## config.mk

```make
export PLATFORM = sky130hd
export DESIGN_NAME = cache_mem_ctrl
export DESIGN_NICKNAME = d
export VERILOG_FILES = /design/src/rtl/cache_mem_ctrl.sv
export SDC_FILE = /design/constraint.sdc
export NUM_CORES = 1
export LEC_CHECK = 0
export CORE_MARGIN = 8
export CORE_UTILIZATION = 43
export DETAILED_ROUTE_END_ITERATION = 6
export HOLD_SLACK_MARGIN = 0.03
export PLACE_DENSITY = 0.87
export RECOVER_POWER = 100
export SLEW_MARGIN = 20
export SYNTH_ARGS = -nofsm -noshare
export SYNTH_HDL_FRONTEND = slang
export SYNTH_SLANG_ARGS = --single-unit
```

## constraint.sdc

```tcl
create_clock -name CLK -period 4.3 [get_ports CLK]
set_clock_uncertainty 0.05 [all_clocks]
set_input_delay 0.43 -clock CLK [delete_from_list [all_inputs] [get_ports CLK]]
set_output_delay 0.43 -clock CLK [all_outputs]
set_load 0.02 [all_outputs]
```

## src/rtl/cache_mem_ctrl.sv

```systemverilog
`default_nettype none
// ============================================================================
// Module   : cache_mem_ctrl
// Purpose  : Bridges a single-word cache request port to a RAM with a
//            FREE/BUSY/ACCESS/ERROR handshake. Latches the request, strobes
//            the RAM until ACCESS, an ERROR or a wait timeout, then reports
//            completion with a one-cycle low pulse on dwait.
// Ports    : CLK, RST            - clock, asynchronous active-high reset
//            dREN/dWEN/daddr/dstore -> cache request (held until dwait low)
//            dwait/dload         <- completion pulse (active low), read data
//            ramREN/ramWEN/ramaddr/ramstore -> RAM strobes, latched request
//            ramload/ramstate    <- RAM read data and status
//            err_clr/mem_err     - sticky error flag and its clear
//            xfer_cnt            - saturating count of successful transfers
// Revision : 1.0 - initial release
// ============================================================================
module cache_mem_ctrl #(
    parameter int ADDR_W  = 32,
    parameter int DATA_W  = 32,
    parameter int TIMEOUT = 255
) (
    input  logic              CLK,
    input  logic              RST,
    input  logic              dREN,
    input  logic              dWEN,
    input  logic [ADDR_W-1:0] daddr,
    input  logic [DATA_W-1:0] dstore,
    output logic              dwait,
    output logic [DATA_W-1:0] dload,
    output logic              ramREN,
    output logic              ramWEN,
    output logic [ADDR_W-1:0] ramaddr,
    output logic [DATA_W-1:0] ramstore,
    input  logic [DATA_W-1:0] ramload,
    input  logic [1:0]        ramstate,
    input  logic              err_clr,
    output logic              mem_err,
    output logic [15:0]       xfer_cnt
);

    localparam logic [1:0] S_IDLE = 2'd0;
    localparam logic [1:0] S_RD   = 2'd1;
    localparam logic [1:0] S_WR   = 2'd2;
    localparam logic [1:0] S_RESP = 2'd3;

    localparam logic [1:0] RS_ACCESS = 2'd2;
    localparam logic [1:0] RS_ERROR  = 2'd3;

    // The wait counter is 8 bits wide; the limit is taken modulo 256.
    localparam logic [7:0] C_TIMEOUT_LIM = 8'(TIMEOUT);

    logic [1:0]        state_q, state_d;
    logic [ADDR_W-1:0] addr_q,  addr_d;
    logic [DATA_W-1:0] store_q, store_d;
    logic [7:0]        wcnt_q,  wcnt_d;
    logic [DATA_W-1:0] dload_q, dload_d;
    logic              err_q,   err_d;
    logic [15:0]       cnt_q,   cnt_d;
    logic              err_set;
    logic              req_held;

    always_comb begin
        state_d  = state_q;
        addr_d   = addr_q;
        store_d  = store_q;
        wcnt_d   = wcnt_q;
        dload_d  = dload_q;
        cnt_d    = cnt_q;
        err_set  = 1'b0;
        // The request that started the transfer is the one that must stay up.
        req_held = (state_q == S_WR) ? dWEN : dREN;

        case (state_q)
            S_IDLE: begin
                if (dWEN) begin
                    state_d = S_WR;
                    addr_d  = daddr;
                    store_d = dstore;
                    wcnt_d  = 8'd0;
                end else if (dREN) begin
                    state_d = S_RD;
                    addr_d  = daddr;
                    wcnt_d  = 8'd0;
                end
            end
            S_RD, S_WR: begin
                // ACCESS outranks everything, including a dropped request.
                if (ramstate == RS_ACCESS) begin
                    if (state_q == S_RD) begin
                        dload_d = ramload;
                    end
                    if (cnt_q != 16'hFFFF) begin
                        cnt_d = cnt_q + 16'd1;
                    end
                    state_d = S_RESP;
                end else if ((ramstate == RS_ERROR) || (wcnt_q == C_TIMEOUT_LIM)) begin
                    err_set = 1'b1;
                    dload_d = '0;
                    state_d = S_RESP;
                end else if (!req_held) begin
                    state_d = S_IDLE;
                end else begin
                    wcnt_d = wcnt_q + 8'd1;
                end
            end
            S_RESP:  state_d = S_IDLE;
            default: state_d = S_IDLE;
        endcase

        // A new error in the same cycle as a clear leaves the flag set.
        if (err_set) begin
            err_d = 1'b1;
        end else if (err_clr) begin
            err_d = 1'b0;
        end else begin
            err_d = err_q;
        end
    end

    always_ff @(posedge CLK or posedge RST) begin
        if (RST) begin
            state_q <= S_IDLE;
            addr_q  <= '0;
            store_q <= '0;
            wcnt_q  <= 8'd0;
            dload_q <= '0;
            err_q   <= 1'b0;
            cnt_q   <= 16'd0;
        end else begin
            state_q <= state_d;
            addr_q  <= addr_d;
            store_q <= store_d;
            wcnt_q  <= wcnt_d;
            dload_q <= dload_d;
            err_q   <= err_d;
            cnt_q   <= cnt_d;
        end
    end

    // Strobes and dwait decode straight from the state register so that an
    // asynchronous reset takes them to their idle values immediately.
    assign dwait    = (state_q != S_RESP);
    assign ramREN   = (state_q == S_RD);
    assign ramWEN   = (state_q == S_WR);
    assign ramaddr  = addr_q;
    assign ramstore = store_q;
    assign dload    = dload_q;
    assign mem_err  = err_q;
    assign xfer_cnt = cnt_q;

endmodule
`default_nettype wire
```

# --- Yosys cells after proc, flatten, opt, wreduce, memory -nomap -nowiden ---
# Cells that the tools add are included.
op_classes:
  addsub: 2
  eq_ne: 14
  n_mux: 23
  n_reduce_logical: 13
ops:
  columns: ["operator", "count"]
  rows:
  - ["32-bit 2-to-1 mux", 5]
  - ["8-bit 2-to-1 mux", 5]
  - ["16-bit by 1-bit adder with 16-bit output (second input constant)", 1]
  - ["16-bit inequality test (second input constant)", 1]
  - ["8-bit one-hot mux with 2 select lines", 1]
  - ["2-bit 2-to-1 mux", 5]
  - ["2-bit inequality test (second input constant)", 5]
  - ["8-bit by 1-bit adder with 8-bit output (second input constant)", 1]
  - ["2-bit == test (second input constant)", 4]
  - ["8-bit == test (second input constant)", 1]
  - ["2-bit nonzero test", 4]
  - ["1-bit 2-to-1 mux", 6]
  - ["2-bit one-hot mux with 3 select lines", 1]
  - ["2-bit AND reduction", 3]
  - ["3-bit AND reduction", 2]
  - ["5-bit AND reduction", 1]
  - ["4-bit inequality test (second input constant)", 1]
  - ["3-bit inequality test (second input constant)", 1]
  - ["2-bit by 1-bit == test with 1-bit output (second input constant)", 1]
  - ["2-bit zero test", 1]
  - ["2-bit OR reduction", 1]
  - ["1-bit logical OR", 1]
word_totals:
  register_bits: 123
  word_cells: 59

# --- Depth between registers and ports, before layout ---
logic_depth:
  word_depth: 6
  ltp_mapped: 6
  mapped_depth_nobuf: 6

# --- Least setup slack after synthesis ---
# Ideal clock, no wire load.
synth_path:
  kind: "register -> register"
  start: "reg state_q[0]"
  end: "reg wcnt_q[3]"
  arrival_ns: 1.835
  t_required_ns: 4.129
  path_slack_ns: 2.294
  stages_incl_launch_ff: 7
  n_path_buf: 0
  period_less_slack_ns: 2.006
  path_cell_list: "dfrtp_1 inv_1 ha_1 mux2_2 o2111a_2 a221o_1 a22o_1"
synth_via:
  elab_chain_len: 4
  elab_cells_between_ends: 12
  cone_classes: "eq/ne: 6; mux: 2; reduce/logical: 4"
synth_rtl:
  columns: ["item", "line_no", "rtl"]
  rows:
  - ["start, declared", "52", "logic [1:0] state_q, state_d;"]
  - ["start signal, assigned", "130", "state_q <= state_d;"]
  - ["2-bit == test (*)", null, null]
  - ["net ramWEN", "31", "output logic ramWEN,"]
  - ["2-bit OR reduction / 1-bit 2-to-1 mux (equally long branches)", "73, 71", null]
  - ["2-bit inequality test (no line) / 2-bit nonzero test (equally long branches)", null, null]
  - ["5-bit AND reduction (no line)", null, null]
  - ["end signal, assigned", "133", "wcnt_q <= wcnt_d;"]
  - ["end, declared", "55", "logic [7:0] wcnt_q, wcnt_d;"]
# The timed path passes the listed nets; every way through them passes the cells marked *.
# A chain may end at the register's enable or synchronous reset.

# --- Worst setup path after layout ---
layout_path:
  start: "reg state_q[0]"
  end: "reg dload_q[10], in the netlist dload[10]"
layout_via:
  elab_chain_len: 3
  elab_cells_between_ends: 5
  cone_classes: "eq/ne: 3; reduce/logical: 2"
layout_rtl:
  columns: ["item", "line_no", "rtl"]
  rows:
  - ["2-bit by 1-bit == test with 1-bit output / 2-bit == test (equally long branches)", "73, 89", null]
  - ["2-bit inequality test (no line) / 2-bit OR reduction (equally long branches)", null, null]
  - ["3-bit AND reduction (no line) (*)", null, null]
  - ["end signal, assigned", "134", "dload_q <= dload_d;"]
  - ["end, declared", "56", "logic [DATA_W-1:0] dload_q, dload_d;"]
# Every way passes the cells marked *; elsewhere a longest branch is shown, timed or not.

==> run summary <==
Entering global routing, the biggest net connects 68 pins. The signal on the critical path passes through inv_1, ha_1, o21ai_0, nor2_1, buf_12, mux2i_1. The die span in x came out at 127 µm. The run gives 0.0121 mm² as the core footprint.

The number of buffers added on ports is 218, and the via total after detailed routing is 4068. The top flip-flop cell by instance count after synthesis is sky130_fd_sc_hd__dfrtp_1. The routed via count divided by cell count is 4.92. In this run the tightest slew margin relative to its limit is -68.5%. Compared with the post-synthesis result, the final layout area differs by 55.1%. The run gives 4.56 ns as the critical path data required time. Dividing the detail-routed wire length by the instance count gives 18.2 µm. The checks that failed: capacitance limit, slew limit. The logs give 50 for the distinct cell type count of the synthesized netlist and 334 MHz for the highest clock rate. For the count of hold buffers inserted by post-cts repair, the log shows 0. After detailed routing, the number of remaining DRC violations is 0. The remaining antenna violation count was 0. After legalization and detailed placement, the total HPWL measured 11300 µm. In this run the power density over the cells is 715 mW/mm². The synthesized flop and latch total works out to 123.

For this run, asynchronously set or reset flops after synthesis account for 100%. The standard-cell row count is 40, and the maximum fanout along the worst path is 21. The transition time of the tightest slew-check pin was 2.51 ns; the worst IR drop on VDD was 0.386 mV. The first-pass GRT wire length is 23500 µm, and the arrival time at the worst endpoint is 3.26 ns. The initial standard-cell utilization of the core was 44.2%; the clock transition time at the flip-flop clock pins of the worst setup and hold paths was 0.05 ns. In this run the post-CTS setup repair buffer count came out at 0. For the count of inserted antenna diode cells, the log shows 0. The tools report the root buffer selected by CTS as sky130_fd_sc_hd__clkbuf_16. The worst setup path is launched from a register.

For this run the aggregate overflow at the end of global routing stands at 0. After the first detailed-routing iteration, the DRC count stood at 198. The via count of the first global-routing pass is 4377, and the area of the die is 0.0162 mm².

Number of endpoints with negative hold slack in the final report: 0. The initial antenna violation count was 0. TritonCTS built the clock tree.

Adding up every negative setup slack in the final design gives 0 ns. For this block, the routed nets add up to 15000 µm of wire. The worst setup path is of the reg2reg kind.

Setup repair after global routing left no endpoint under its margin. The max-slew violation count was 123; the number of iterations in the first detailed-routing pass was 4. The share of the clock period used by the worst path came out at 69.6%.

Cells with a size suffix above 1 make up 16.7% of the layout. After clock tree synthesis, the repair step resized 0 gates. The floorplan step set the die height to 127 µm.

The synthesized netlist occupies a cell area of 0.00534 mm². The worst path in the final design needs a cycle of 2.99 ns, including I/O delays and setup. The net total in the final layout is 756. Pin placement for this block handled 219 I/O pins. The routability congestion estimate was 0.835; the average cell area after synthesis was 12.8 µm².

The tree built by TritonCTS fans out to 123 sinks. Synthesis handed over a netlist of 418 instances. The post-synthesis sequential area ratio was 57.7%; the TritonCTS buffer count was 17. The clock latency on the worst-skew pair came out at 0.40 ns.

The flow ran to the end, but the final reports show violations. The worst setup path is captured at a register. The final-layout worst hold slack came out at 0.444 ns.

For this run, the total global-route usage over all layers was measured as 18.7%. Maximum clock path buffer count: 2. The path class of the tightest hold or removal check is reg2reg.

In this design, the stage delay of the slowest critical-path cell is 1.08 ns. CTS built an H-tree with a depth of 4. The analysis attributes to cell leakage a power of 3.70 nW.

For the final setup violation count, the log shows 0. The post-route total power came out at 5.92 mW. The run gives 0 as the number of synthesis warnings.

After filler insertion, the fill cell instance count of the layout stands at 882. The synthesized design contains 0 enable-type register cells. The cell with the biggest individual delay on the critical path is sky130_fd_sc_hd__nor2_1. Across the run, the number of max-cap violations was 3. The number of nets handed over by synthesis was 528.
==> placed cells by master, fill, tap and decap left out, types with 2 or more instances in the layout <==
| master | n |
|---|---|
| sky130_fd_sc_hd__and3_1 | 3 |
| sky130_fd_sc_hd__nor3_1 | 7 |
| sky130_fd_sc_hd__nand3_1 | 14 |
| sky130_fd_sc_hd__xor2_1 | 6 |
| sky130_fd_sc_hd__o21ai_0 | 2 |
| sky130_fd_sc_hd__inv_1 | 39 |
| sky130_fd_sc_hd__a21o_1 | 3 |
| sky130_fd_sc_hd__a221o_2 | 2 |
| sky130_fd_sc_hd__buf_12 | 2 |
| sky130_fd_sc_hd__mux2i_1 | 33 |
| sky130_fd_sc_hd__ha_1 | 7 |
| sky130_fd_sc_hd__and4_1 | 2 |
| sky130_fd_sc_hd__dlygate4sd3_1 | 117 |
| sky130_fd_sc_hd__nor2_1 | 5 |
| sky130_fd_sc_hd__clkinv_2 | 3 |
| sky130_fd_sc_hd__clkbuf_8 | 3 |
| sky130_fd_sc_hd__a221o_1 | 2 |
| sky130_fd_sc_hd__dfrtp_1 | 123 |
| sky130_fd_sc_hd__clkbuf_16 | 17 |
| sky130_fd_sc_hd__and3_2 | 3 |
| sky130_fd_sc_hd__clkdlybuf4s50_1 | 101 |
| sky130_fd_sc_hd__clkbuf_1 | 6 |
| sky130_fd_sc_hd__a31oi_1 | 2 |
| sky130_fd_sc_hd__nand4_1 | 7 |
| sky130_fd_sc_hd__nand2_1 | 41 |
| sky130_fd_sc_hd__bufinv_16 | 3 |
| sky130_fd_sc_hd__xnor2_1 | 8 |
| sky130_fd_sc_hd__nor4_1 | 3 |
| sky130_fd_sc_hd__mux2_2 | 67 |
| sky130_fd_sc_hd__o22ai_1 | 2 |
| sky130_fd_sc_hd__o211ai_1 | 3 |
==> power by group <==
part	total, mW	switching (mW)	leakage, nW	internal (mW)
Combinational	2.61	1.36	1.86	1.25
Clock	1.43	0.477	0.294	0.952
Sequential	1.88	0.249	1.55	1.63
Total	5.92	2.09	3.70	3.83
==> stage by stage <==
step	util, %	cells	worst slack, ns	cell area, µm²
floorplan	-	418	0.549	5340
global placement	63.8	794	1.79	7700
detailed placement	63.8	794	1.58	7700
CTS	68.8	825	1.55	8300
global route	68.6	826	1.15	8280
finish	68.6	826	1.31	8280
==> worst max-delay path, delay by kind of cell, from the launching register on <==
kind	cells	cell delay, ns
DFF	1	0.41
adders and majority gates	1	0.54
muxes	1	0.24
AOI/OAI and AO/OA	1	0.17
buffers and inverters	2	0.40
and+or+nand+nor	1	1.08
==> per-layer routing <==
| metal | GRT usage, % | share of wire (%) | vias up |
|---|---|---|---|
| met1 | 19.5 | 38 | 1975 |
| met3 | 6.07 | 6.5 | 35 |
| met5 | 0 | 0 | - |
| li1 | - | - | 1902 |
| met4 | 9.10 | 3.1 | 0 |
| met2 | 33.3 | 53 | 156 |
==> registers in the layout, summed over array words and instances, names as in the netlist <==
signal    flops
mem_err       1
state_q       2
ramstore     32
xfer_cnt     16
wcnt_q        8
ramaddr      32
dload        32
==> Yosys cell counts, types with 5 or more instances <==
library cell	count	area share, %
sky130_fd_sc_hd__nor3_1	7	0.66
sky130_fd_sc_hd__xnor2_1	8	1.3
sky130_fd_sc_hd__inv_1	40	2.8
sky130_fd_sc_hd__mux2_2	67	14
sky130_fd_sc_hd__nand2_1	41	2.9
sky130_fd_sc_hd__dfrtp_1	123	58
sky130_fd_sc_hd__clkbuf_1	5	0.35
sky130_fd_sc_hd__mux2i_1	33	6.2
sky130_fd_sc_hd__xor2_1	6	0.98
sky130_fd_sc_hd__nand4_1	7	0.82
sky130_fd_sc_hd__ha_1	7	1.6
sky130_fd_sc_hd__nand3_1	14	1.3
==> final cells by class <==
| cell class | instances | area [µm²] | share of cell area (%) |
|---|---|---|---|
| inverters | 40 | 151 | 1.83 |
| clock inverters | 7 | 114 | 1.38 |
| well taps | 168 | 210 | 2.54 |
| clock buffers | 24 | 482 | 5.82 |
| repair buffers | 223 | 2240 | 27.0 |
| flip-flops and latches | 123 | 3080 | 37.2 |
| multi-input cells | 241 | 2000 | 24.2 |
==> kinds of logic (layout without fill, tap and decap cells) <==
family,Yosys count,count (layout),share of synthesized area (%)
compound gates,24,24,3.75
xor+xnor,14,14,2.30
fa+ha+maj,7,7,1.64
buf+inv,54,294,4.29
flops,123,123,57.7
mux,101,101,20.6
simple gates,95,95,9.73
==> worst paths after layout <==
check	endpoint	startpoint	depth (start not counted)	slack (ns)
max	dload[10]	state_q[0]	6	1.31
min	ramaddr[3]	ramaddr[3]	1	0.44
max reg2reg	dload[10]	state_q[0]	6	1.31
min reg2reg	ramaddr[3]	ramaddr[3]	1	0.44
max in group asynchronous	ramstore[9]	RST	3	1.89
min in group asynchronous	ramstore[28]	RST	2	1.12
Note: power is estimated with default switching activity, not from simulation.
